$ cat src/rtl/mbd_pkg.sv
// Shared MinBD router definitions.
//
// Holds the flit geometry used by the deflection pipeline and its side
// buffering stages: flit width, number of channel slots, position of the
// valid bit, the flit type and small helpers for working on the packed
// channel bus.
package mbd_pkg;

  localparam int FLIT_W  = 11;
  localparam int NCH     = 4;
  localparam int VLD_BIT = FLIT_W - 1;

  typedef logic [FLIT_W-1:0] flit_t;

  // Extract slot idx from a packed channel bus (slot i at [i*FLIT_W +: FLIT_W]).
  // A shift keeps the select free of index-width concerns.
  function automatic flit_t slot_get(input logic [NCH*FLIT_W-1:0] bus,
                                     input int unsigned idx);
    return flit_t'(bus >> (idx * FLIT_W));
  endfunction

  function automatic logic flit_vld(input flit_t f);
    return f[VLD_BIT];
  endfunction

endpackage

$ cat src/rtl/sb_fifo.sv
// Small circular flit FIFO.
//
// DEPTH entries (power of two, at least 2); read and write pointers wrap
// naturally modulo DEPTH. The head entry is presented combinationally on
// rdata whenever the FIFO is non-empty. A push and a pop in the same cycle
// are accepted at any occupancy, including full: the pop is taken first, so
// the freed entry absorbs the push and the count is unchanged.
//
// Ports:
//   clk, rst_n  rising-edge clock, asynchronous active-low reset
//   push, wdata write request and data
//   pop         remove head entry (ignored when empty)
//   rdata       head entry
//   count       occupancy, 0..DEPTH
//   full, empty occupancy flags derived from the count register
module sb_fifo
  import mbd_pkg::*;
#(
  parameter int W     = FLIT_W,
  parameter int DEPTH = 4
) (
  input  logic                     clk,
  input  logic                     rst_n,
  input  logic                     push,
  input  logic [W-1:0]             wdata,
  input  logic                     pop,
  output logic [W-1:0]             rdata,
  output logic [$clog2(DEPTH):0]   count,
  output logic                     full,
  output logic                     empty
);

  localparam int AW = $clog2(DEPTH);
  localparam int CW = AW + 1;

  logic [W-1:0]  mem_q [DEPTH];
  logic [AW-1:0] rd_ptr_q, rd_ptr_d;
  logic [AW-1:0] wr_ptr_q, wr_ptr_d;
  logic [CW-1:0] count_q, count_d;
  logic          do_push;
  logic          do_pop;

  assign full  = (count_q == CW'(DEPTH));
  assign empty = (count_q == '0);
  assign count = count_q;
  assign rdata = mem_q[rd_ptr_q];

  // Pop has priority for space: a full FIFO still accepts a push if it pops.
  assign do_pop  = pop & ~empty;
  assign do_push = push & (~full | do_pop);

  always_comb begin
    rd_ptr_d = rd_ptr_q;
    wr_ptr_d = wr_ptr_q;
    count_d  = count_q;
    if (do_pop) begin
      rd_ptr_d = rd_ptr_q + AW'(1);
    end
    if (do_push) begin
      wr_ptr_d = wr_ptr_q + AW'(1);
    end
    case ({do_push, do_pop})
      2'b10:   count_d = count_q + CW'(1);
      2'b01:   count_d = count_q - CW'(1);
      default: count_d = count_q;
    endcase
  end

  always_ff @(posedge clk or negedge rst_n) begin
    if (!rst_n) begin
      rd_ptr_q <= '0;
      wr_ptr_q <= '0;
      count_q  <= '0;
    end else begin
      rd_ptr_q <= rd_ptr_d;
      wr_ptr_q <= wr_ptr_d;
      count_q  <= count_d;
    end
  end

  // Storage is not reset: entries are only ever read after being written.
  always_ff @(posedge clk) begin
    if (do_push) begin
      mem_q[wr_ptr_q] <= wdata;
    end
  end

endmodule

$ cat src/rtl/sb_reinject.sv
// MinBD side-buffer reinjection stage.
//
// Sits directly downstream of side_buffer. Flits pulled out of the
// deflection pipeline arrive on sb_in and are held in a small FIFO. Each
// cycle the oldest held flit is placed into the lowest-index empty channel
// slot. If the FIFO stays non-empty while every slot is occupied for THRESH
// cycles, slot 0 is forcibly swapped with the FIFO head (starvation
// avoidance); the displaced slot-0 flit joins the FIFO tail. The registered
// channel bus feeds the permutation/deflection network.
//
// Ports:
//   clk       rising-edge clock
//   rst_n     asynchronous active-low reset
//   sb_in     flit from side_buffer; valid bit set = push request
//   ch_in     NCH channel slots, slot i at [i*FLIT_W +: FLIT_W]
//   ch_out    registered channel slots after reinjection/redirect
//   sb_full   FIFO full; side_buffer must not buffer while high
//   sb_count  FIFO occupancy
//   redirect  one-cycle pulse: a forced redirect happened last cycle
//   ovf_err   sticky: a valid sb_in flit arrived while full and was dropped
module sb_reinject
  import mbd_pkg::*;
#(
  parameter int DEPTH  = 4,
  parameter int THRESH = 7
) (
  input  logic                    clk,
  input  logic                    rst_n,
  input  flit_t                   sb_in,
  input  logic [NCH*FLIT_W-1:0]   ch_in,
  output logic [NCH*FLIT_W-1:0]   ch_out,
  output logic                    sb_full,
  output logic [$clog2(DEPTH):0]  sb_count,
  output logic                    redirect,
  output logic                    ovf_err
);

  localparam int SW = $clog2(THRESH + 1);
  localparam logic [SW-1:0] THRESH_C = SW'(THRESH);

  flit_t                 slot_in [NCH];
  logic [NCH-1:0]        empty_vec;
  logic [NCH-1:0]        sel_oh;
  logic [NCH-1:0]        take_head;
  logic [NCH*FLIT_W-1:0] ch_out_d, ch_out_q;

  flit_t                 fifo_head;
  flit_t                 fifo_wdata;
  logic                  fifo_push;
  logic                  fifo_pop;
  logic                  fifo_full;
  logic                  fifo_empty;

  logic                  sb_vld;
  logic                  all_full;
  logic                  reinject;
  logic                  redirect_fire;
  logic                  ovf_now;

  logic [SW-1:0]         starve_d, starve_q;
  logic                  redirect_d, redirect_q;
  logic                  ovf_err_d, ovf_err_q;

  // Slot unpacking and per-slot vacancy.
  for (genvar g = 0; g < NCH; g++) begin : g_slot
    assign slot_in[g]   = slot_get(ch_in, g);
    assign empty_vec[g] = ~flit_vld(slot_in[g]);
  end

  // Isolate the lowest set bit: lowest-index empty slot as a one-hot.
  assign sel_oh   = empty_vec & (~empty_vec + NCH'(1));
  assign all_full = ~|empty_vec;
  assign sb_vld   = flit_vld(sb_in);

  // Reinject and redirect are exclusive: one needs a hole, the other none.
  assign reinject      = ~fifo_empty & ~all_full;
  assign redirect_fire = (starve_q == THRESH_C) & all_full & ~fifo_empty & ~sb_vld;

  assign fifo_pop = reinject | redirect_fire;

  // On redirect sb_in is invalid, so the write port is free for slot 0.
  assign fifo_push  = redirect_fire | (sb_vld & (~fifo_full | fifo_pop));
  assign fifo_wdata = redirect_fire ? slot_in[0] : sb_in;
  assign ovf_now    = sb_vld & fifo_full & ~fifo_pop;

  always_comb begin
    take_head = '0;
    if (reinject) begin
      take_head = sel_oh;
    end else if (redirect_fire) begin
      take_head = NCH'(1);
    end
  end

  for (genvar g = 0; g < NCH; g++) begin : g_out
    assign ch_out_d[g*FLIT_W +: FLIT_W] = take_head[g] ? fifo_head : slot_in[g];
  end

  // Starvation counter: only advances while flits wait behind a full pipe.
  // At THRESH with sb_in valid the redirect is deferred and the count holds.
  always_comb begin
    starve_d = starve_q;
    if (fifo_empty || reinject || redirect_fire) begin
      starve_d = '0;
    end else if (starve_q != THRESH_C) begin
      starve_d = starve_q + SW'(1);
    end
  end

  assign redirect_d = redirect_fire;
  assign ovf_err_d  = ovf_err_q | ovf_now;

  sb_fifo #(
    .W     (FLIT_W),
    .DEPTH (DEPTH)
  ) u_fifo (
    .clk   (clk),
    .rst_n (rst_n),
    .push  (fifo_push),
    .wdata (fifo_wdata),
    .pop   (fifo_pop),
    .rdata (fifo_head),
    .count (sb_count),
    .full  (fifo_full),
    .empty (fifo_empty)
  );

  always_ff @(posedge clk or negedge rst_n) begin
    if (!rst_n) begin
      ch_out_q   <= '0;
      starve_q   <= '0;
      redirect_q <= 1'b0;
      ovf_err_q  <= 1'b0;
    end else begin
      ch_out_q   <= ch_out_d;
      starve_q   <= starve_d;
      redirect_q <= redirect_d;
      ovf_err_q  <= ovf_err_d;
    end
  end

  assign ch_out   = ch_out_q;
  assign sb_full  = fifo_full;
  assign redirect = redirect_q;
  assign ovf_err  = ovf_err_q;

endmodule

$ cat config.mk
export PLATFORM = sky130hd
export DESIGN_NAME = sb_reinject
export DESIGN_NICKNAME = d
export VERILOG_FILES = /design/src/rtl/mbd_pkg.sv /design/src/rtl/sb_fifo.sv /design/src/rtl/sb_reinject.sv
export SDC_FILE = /design/constraint.sdc
export NUM_CORES = 1
export LEC_CHECK = 0
export BUFFER_PORTS_ARGS = -buffer_cell sky130_fd_sc_hd__buf_4
export CORE_AREA = 5 5 132 71
export DETAILED_ROUTE_END_ITERATION = 12
export DIE_AREA = 0 0 137 76
export PLACE_DENSITY = 0.8
export SYNTH_ARGS = -nofsm -noshare
export SYNTH_HDL_FRONTEND = slang
export SYNTH_SLANG_ARGS = --single-unit
export TNS_END_PERCENT = 50
$ cat constraint.sdc
create_clock -name clk -period 3.1 [get_ports clk]
set_input_delay 0.62 -clock clk [delete_from_list [all_inputs] [get_ports clk]]
set_output_delay 0.62 -clock clk [all_outputs]
set_load 0.01 [all_outputs]
# == After elaboration in Yosys (flattened, before gate mapping) ==
# Memory sizes are Yosys's and may differ from the RTL's.
# Index checks and enable logic that the tools add are counted.
# totals
ff_bits,56
latchBits,0
ramBits,44
romBits,0
in_bits,57
wordCells,62
mem_count,1
# memory_table
memory,depth,word_bits,rd,rd_clocked_by_memory_dff,wr,line_no,text
u_fifo.mem_q,4,11,1,0,1,sb_fifo.sv:36,logic [W-1:0] mem_q [DEPTH];
# op_classes
n_addsub,6
mul,0
div_mod_pow,0
order_cmp,0
n_eq_ne,5
n_shift,0
mux,12
n_bitwise,24
reduce_logical,7
# ops
op,n
11-bit two-way mux,5
1-bit bitwise AND,9
1-bit NOT,8
"3-bit by 1-bit adder with 3-bit output, second input constant",2
"3-bit == test, second input constant",2
3-bit two-way mux,2
3-bit one-hot mux with 2 select lines,1
1-bit OR,5
"2-bit by 1-bit adder with 2-bit output, second input constant",2
"4-bit by 1-bit adder with 4-bit output, second input constant",1
4-bit bitwise AND,1
4-bit two-way mux,1
4-bit NOT,1
2-bit nonzero test,2
4-bit OR reduction,1
3-bit zero test,1
1-bit two-way mux,3
"3-bit != test, second input constant",1
"3-bit by 1-bit subtractor with 3-bit output, second input constant",1
"2-bit by 1-bit == test with 1-bit output, second input constant",1
"2-bit == test, second input constant",1
1-bit logical OR,2
1-bit zero test,1

# == Logic depth before layout (Yosys ltp) ==
# depth
ltp_word,13
mapped_depth,12

# == Cells and area by module ==
# Synthesis repeated with hierarchy kept, for this count alone.
# hier_totals
hier_cells,232
area_unflattened_um2,4080.2
# modules_own_cells
mod,n_inst,cells_each,area_each_um2,seq_area_each_um2
sb_reinject,1,137,2062.0,1226.2
sb_fifo,1,95,2018.2,1496.4

# == Least setup slack after synthesis ==
# OpenSTA, ideal clock, no wires.
# synth_timing
path_type,reg2reg
from,register u_fifo.count_q[0] (netlist: u_fifo.count[0])
to,register u_fifo.count_q[2] (netlist: u_fifo.count[2])
arrival_time_ps,2259
t_required_ps,3021
setup_slack_ps,761
stages_incl_launch_ff,11
n_path_buf,0
cell_sequence,dfrtp_1 -> nor3b_1 -> nand2_1 -> a21o_1 -> inv_1 -> ha_1 -> inv_1 -> fa_1 -> xor2_1 -> nor2_1 -> xor2_1
# synth_lines
item,line_no,text
from (decl),sb_fifo.sv:39,"logic [CW-1:0] count_q, count_d;"
from (signal assigned),sb_fifo.sv:77,count_q <= count_d;
3-bit == test *,sb_fifo.sv:43,assign full = (count_q == CW'(DEPTH));
named net sb_full,sb_reinject.sv:32,"output logic sb_full,"
1-bit NOT *,"sb_fifo.sv:50, sb_reinject.sv:82",
1-bit OR,sb_reinject.sv:82,assign fifo_push = redirect_fire | (sb_vld & (~fifo_full | fifo_pop));
1-bit bitwise AND,sb_reinject.sv:82,
1-bit OR,sb_reinject.sv:82,
1-bit bitwise AND *,sb_fifo.sv:50,assign do_push = push & (~full | do_pop);
2-bit by 1-bit == test with 1-bit output or 2-bit == test (tied branches),sb_fifo.sv:62,"case ({do_push, do_pop})"
3-bit one-hot mux with 2 select lines or 2-bit nonzero test (tied branches),n/a,
# Mark *: on every way through the listed nets, which the timed path passes. The rest lies on a longest branch.
# A chain may end at the register's enable or synchronous reset.

# == Final worst setup path ==
# layout_timing
from,register starve_q[0]
to,register u_fifo.count_q[2] (netlist: u_fifo.count[2])
# layout_between
elab_chain_len,11
# layout_rtl
item,line_no,text
from (decl),sb_reinject.sv:60,"logic [SW-1:0] starve_d, starve_q;"
from (signal assigned),sb_reinject.sv:136,starve_q <= starve_d;
3-bit == test *,sb_reinject.sv:77,assign redirect_fire = (starve_q == THRESH_C) & all_full & ~fifo_empty & ~sb_vld;
1-bit bitwise AND * (3 in a row),sb_reinject.sv:77,
1-bit OR,sb_reinject.sv:79,assign fifo_pop = reinject | redirect_fire;
1-bit OR,sb_reinject.sv:82,
1-bit bitwise AND,sb_reinject.sv:82,
1-bit OR,sb_reinject.sv:82,
1-bit bitwise AND,sb_fifo.sv:50,
2-bit by 1-bit == test with 1-bit output or 2-bit == test (tied branches),sb_fifo.sv:62,
3-bit one-hot mux with 2 select lines or 2-bit nonzero test (tied branches),n/a,
# Mark *: on every way between the ends. The rest lies on a longest branch, timed or not.

==> impl_metrics.env <==
export IMPL_path_delay_family="adder cells"
export IMPL_r2r_slack_ps=500
export IMPL_rows=24
export IMPL_synth_edf_count=44
export IMPL_r2r_end="u_fifo.count[2]$_DFFE_PN0P_"
export IMPL_crit_type="flop to flop"
export IMPL_dr_pass1_iters=4
export IMPL_hpwl_um=6840
export IMPL_peakVddDrop_mv=0.344
export IMPL_overflow=0
export IMPL_crit_chain="ha_1 > ha_1 > nand2b_1 > nor3_1 > a21o_1 > inv_1 > ha_1 > inv_1 > fa_1 > xor2_1 > nor2_1 > xor2_1"
export IMPL_ys_seq_area_share_pct=66.5
export IMPL_via_count=2385
export IMPL_syn_area_per_cell_um2=17.8
export IMPL_tns_ps=0
export IMPL_yosys_register_bits=100
export IMPL_antenna_found_initial=0
export IMPL_finalSetupViolCount=0
export IMPL_worstReg2RegStart="starve_q[0]$_DFFE_PN0P_"
export IMPL_relSlewSlack_pct=21.6
export IMPL_fin_crit_ps=2600
export IMPL_finalHoldViolCount=0
export IMPL_nets=408
export IMPL_drive_gt1_share_pct=55.7
export IMPL_root_buffer="clkbuf_16"
export IMPL_status="finished clean"
export IMPL_crit_required_ps=3370
export IMPL_grt_pass1_wl_um=14500
export IMPL_met1_usage_pct=27.6
export IMPL_async_flop_share_pct=56.0
export IMPL_ios=107
export IMPL_gp_congestion=0.744
export IMPL_cts_buffer_depth=2
export IMPL_drc=0
export IMPL_use_met3_pct=9.04
export IMPL_h_tree_depth=3
export IMPL_end_kind="flop"
export IMPL_cp_slowest_cell="dfrtp_1"
export IMPL_start_util_pct=49.6
export IMPL_leakage_nw=2.23
export IMPL_power_mw=4.23
export IMPL_yosysWarnings=0
export IMPL_powerDensity_nw_per_um2=799
export IMPL_synthCells=230
export IMPL_synth_distinct_cells=37
export IMPL_crit_arrival_ps=2880
export IMPL_totalWireLength_um=9320
export IMPL_first_iter_violations=108
export IMPL_port_buffers=106
export IMPL_cp_max_fo=8
export IMPL_syn_num_nets=295
export IMPL_slew_viol_final=0
export IMPL_met2_usage_pct=25.9
export IMPL_cap_viol_max_count=0
export IMPL_insertedDiodeCount=0
export IMPL_syn2layout_area_growth_pct=29.1
export IMPL_die_area_um2=10400
export IMPL_tightestPinTransition_ps=1170
export IMPL_grt_busiest_layer="met1"
export IMPL_hold_path_class="primary input to async pin"
export IMPL_die_h_um=76
export IMPL_ant_nets=0
export IMPL_synthesis_area_um2=4100
export IMPL_cts_sinks=100
export IMPL_slowest_delay_ps=400
export IMPL_cp_buffers_inverters=2
export IMPL_grt_usage_pct=18.8
export IMPL_cts_resized=0
export IMPL_core_area_um2=8260
export IMPL_finClkSkew_ps=10.4
export IMPL_cts_tree="built"
export IMPL_wl_per_cell_um=20.0
export IMPL_synth_top_area_share_pct=34.2
export IMPL_synth_ff_type="dfrtp_1"
export IMPL_cts_buffers_inserted=9
export IMPL_r2r_cells=12
export IMPL_grt_max_degree=57
export IMPL_insertion_delay_ps=350
export IMPL_rsz0062_at_grt="no"
export IMPL_yosys_top_cells_area="dfrtp_1 (34%), edfxtp_1 (32%), mux2_2 (11%), mux4_2 (6.0%), mux2_4 (3.7%)"
export IMPL_cts_hold_fix_buffers=0
export IMPL_critPathLaunchType="flop"
export IMPL_die_w_um=137
export IMPL_grt_pass1_vias=2588
export IMPL_cpMostUsedCell="ha_1"
export IMPL_timing_fmax_mhz=384
export IMPL_viasPerCell=5.13
export IMPL_post_cts_buffers=0
export IMPL_clk_pin_slew_ps=70
export IMPL_synth_top_cell_by_area="dfrtp_1"
export IMPL_finalCritPeriodShare_pct=84.0
-- cell usage in the layout (no fill, tap or decap), types with 2 or more instances in the layout --
| cell type | Yosys | routed |
|---|---|---|
| mux4_2 | 11 | 11 |
| a31o_2 | 2 | 2 |
| inv_1 | 6 | 6 |
| nor3_1 | 2 | 2 |
| mux2_4 | 10 | 10 |
| a21o_1 | 2 | 2 |
| edfxtp_1 | 44 | 44 |
| dfrtp_1 | 56 | 56 |
| ha_1 | 7 | 7 |
| and2_1 | 4 | 4 |
| clkbuf_8 | 0 | 2 |
| clkinv_4 | 0 | 2 |
| nand3_1 | 3 | 3 |
| nand2b_1 | 3 | 3 |
| nand2_1 | 6 | 6 |
| a21oi_1 | 3 | 3 |
| xnor2_1 | 3 | 3 |
| xor2_1 | 3 | 3 |
| mux2_2 | 41 | 41 |
| buf_4 | 3 | 108 |
| nor2_1 | 2 | 2 |
| clkbuf_16 | 0 | 9 |
-- cells in the mapped netlist, types with 2 or more instances --
library cell  number
a21o_1             2
nand2_1            6
nor2_1             2
nand2b_1           3
xnor2_1            3
mux2_2            41
edfxtp_1          44
inv_1              6
mux2_4            10
mux4_2            11
xor2_1             3
nand3_1            3
a21oi_1            3
and2_1             4
ha_1               7
nor3_1             2
buf_4              3
a31o_2             2
buf_6              2
dfrtp_1           56
-- logic make-up after synthesis --
group                      share of synthesized area, %
muxes                                              21.2
AOI/OAI and AO/OA                                  1.89
adders and majority gates                          2.63
xor gates and xnor gates                           1.28
buffers and inverters                              1.86
and+or+nand+nor                                    4.64
DFF                                                66.5
-- power breakdown --
part	total [mW]	switching, mW	internal, mW
Clock	1.07	0.477	0.593
Combinational	1.30	0.645	0.652
Sequential	1.86	0.162	1.70
Total	4.23	1.28	2.94
-- layer usage --
metal / share of wire, % / vias to the layer above
met4: 0.59 / 0
met3: 11 / 8
met2: 42 / 104
met1: 47 / 1199
li1: - / 1074
met5: 0 / -
-- final cells by class --
type                    instances  area, µm²
repair buffers                108        811
clock buffers                  12        256
inverters                       6       22.5
flip-flops and latches        100       2720
multi-input cells             118       1300
clock inverters                 4       31.3
well taps                     117        146
fillers                       581       2970
-- worst max path at each step --
stage                                start                           to  cells after the start
5_1_grt            starve_q[0]$_DFFE_PN0P_  u_fifo.count[2]$_DFFE_PN0P_                     12
2_1_floorplan  u_fifo.count[0]$_DFFE_PN0P_  u_fifo.count[2]$_DFFE_PN0P_                     10
4_1_cts            starve_q[0]$_DFFE_PN0P_  u_fifo.count[2]$_DFFE_PN0P_                     12
6_report           starve_q[0]$_DFFE_PN0P_  u_fifo.count[2]$_DFFE_PN0P_                     12
3_3_place_gp                     ch_in[32]  u_fifo.count[2]$_DFFE_PN0P_                     11
3_5_place_dp                     ch_in[32]  u_fifo.count[2]$_DFFE_PN0P_                     11
-- registers in the layout, summed over array words and instances, names as in the netlist --
| name | flops |
|---|---|
| u_fifo.count | 3 |
| u_fifo.mem_q | 44 |
| redirect | 1 |
| starve_q | 3 |
| u_fifo.rd_ptr_q | 2 |
| u_fifo.wr_ptr_q | 2 |
| ch_out | 44 |
| ovf_err | 1 |
-- worst reg2reg max path, cell delays in order, from the launching register on --
cell and delay [ps]:
dfrtp_1 400, ha_1 200, ha_1 270, nand2b_1 170
nor3_1 90, a21o_1 250, inv_1 80, ha_1 190
inv_1 70, fa_1 370, xor2_1 150, nor2_1 140
xor2_1 150
-- through the flow --
stage / utilization (%) / worst slack (ps) / hold slack (ps) / instance area (µm²) / cells
floorplan: - / 761 / 324 / 4100 / 230
global placement: 60.5 / 610 / 472 / 5000 / 449
detailed placement: 60.5 / 478 / 483 / 5000 / 449
CTS: 64.0 / 509 / 353 / 5290 / 465
global route: 64.0 / 341 / 389 / 5290 / 465
finish: 64.0 / 497 / 322 / 5290 / 465
(Power assumes the default switching activity.)
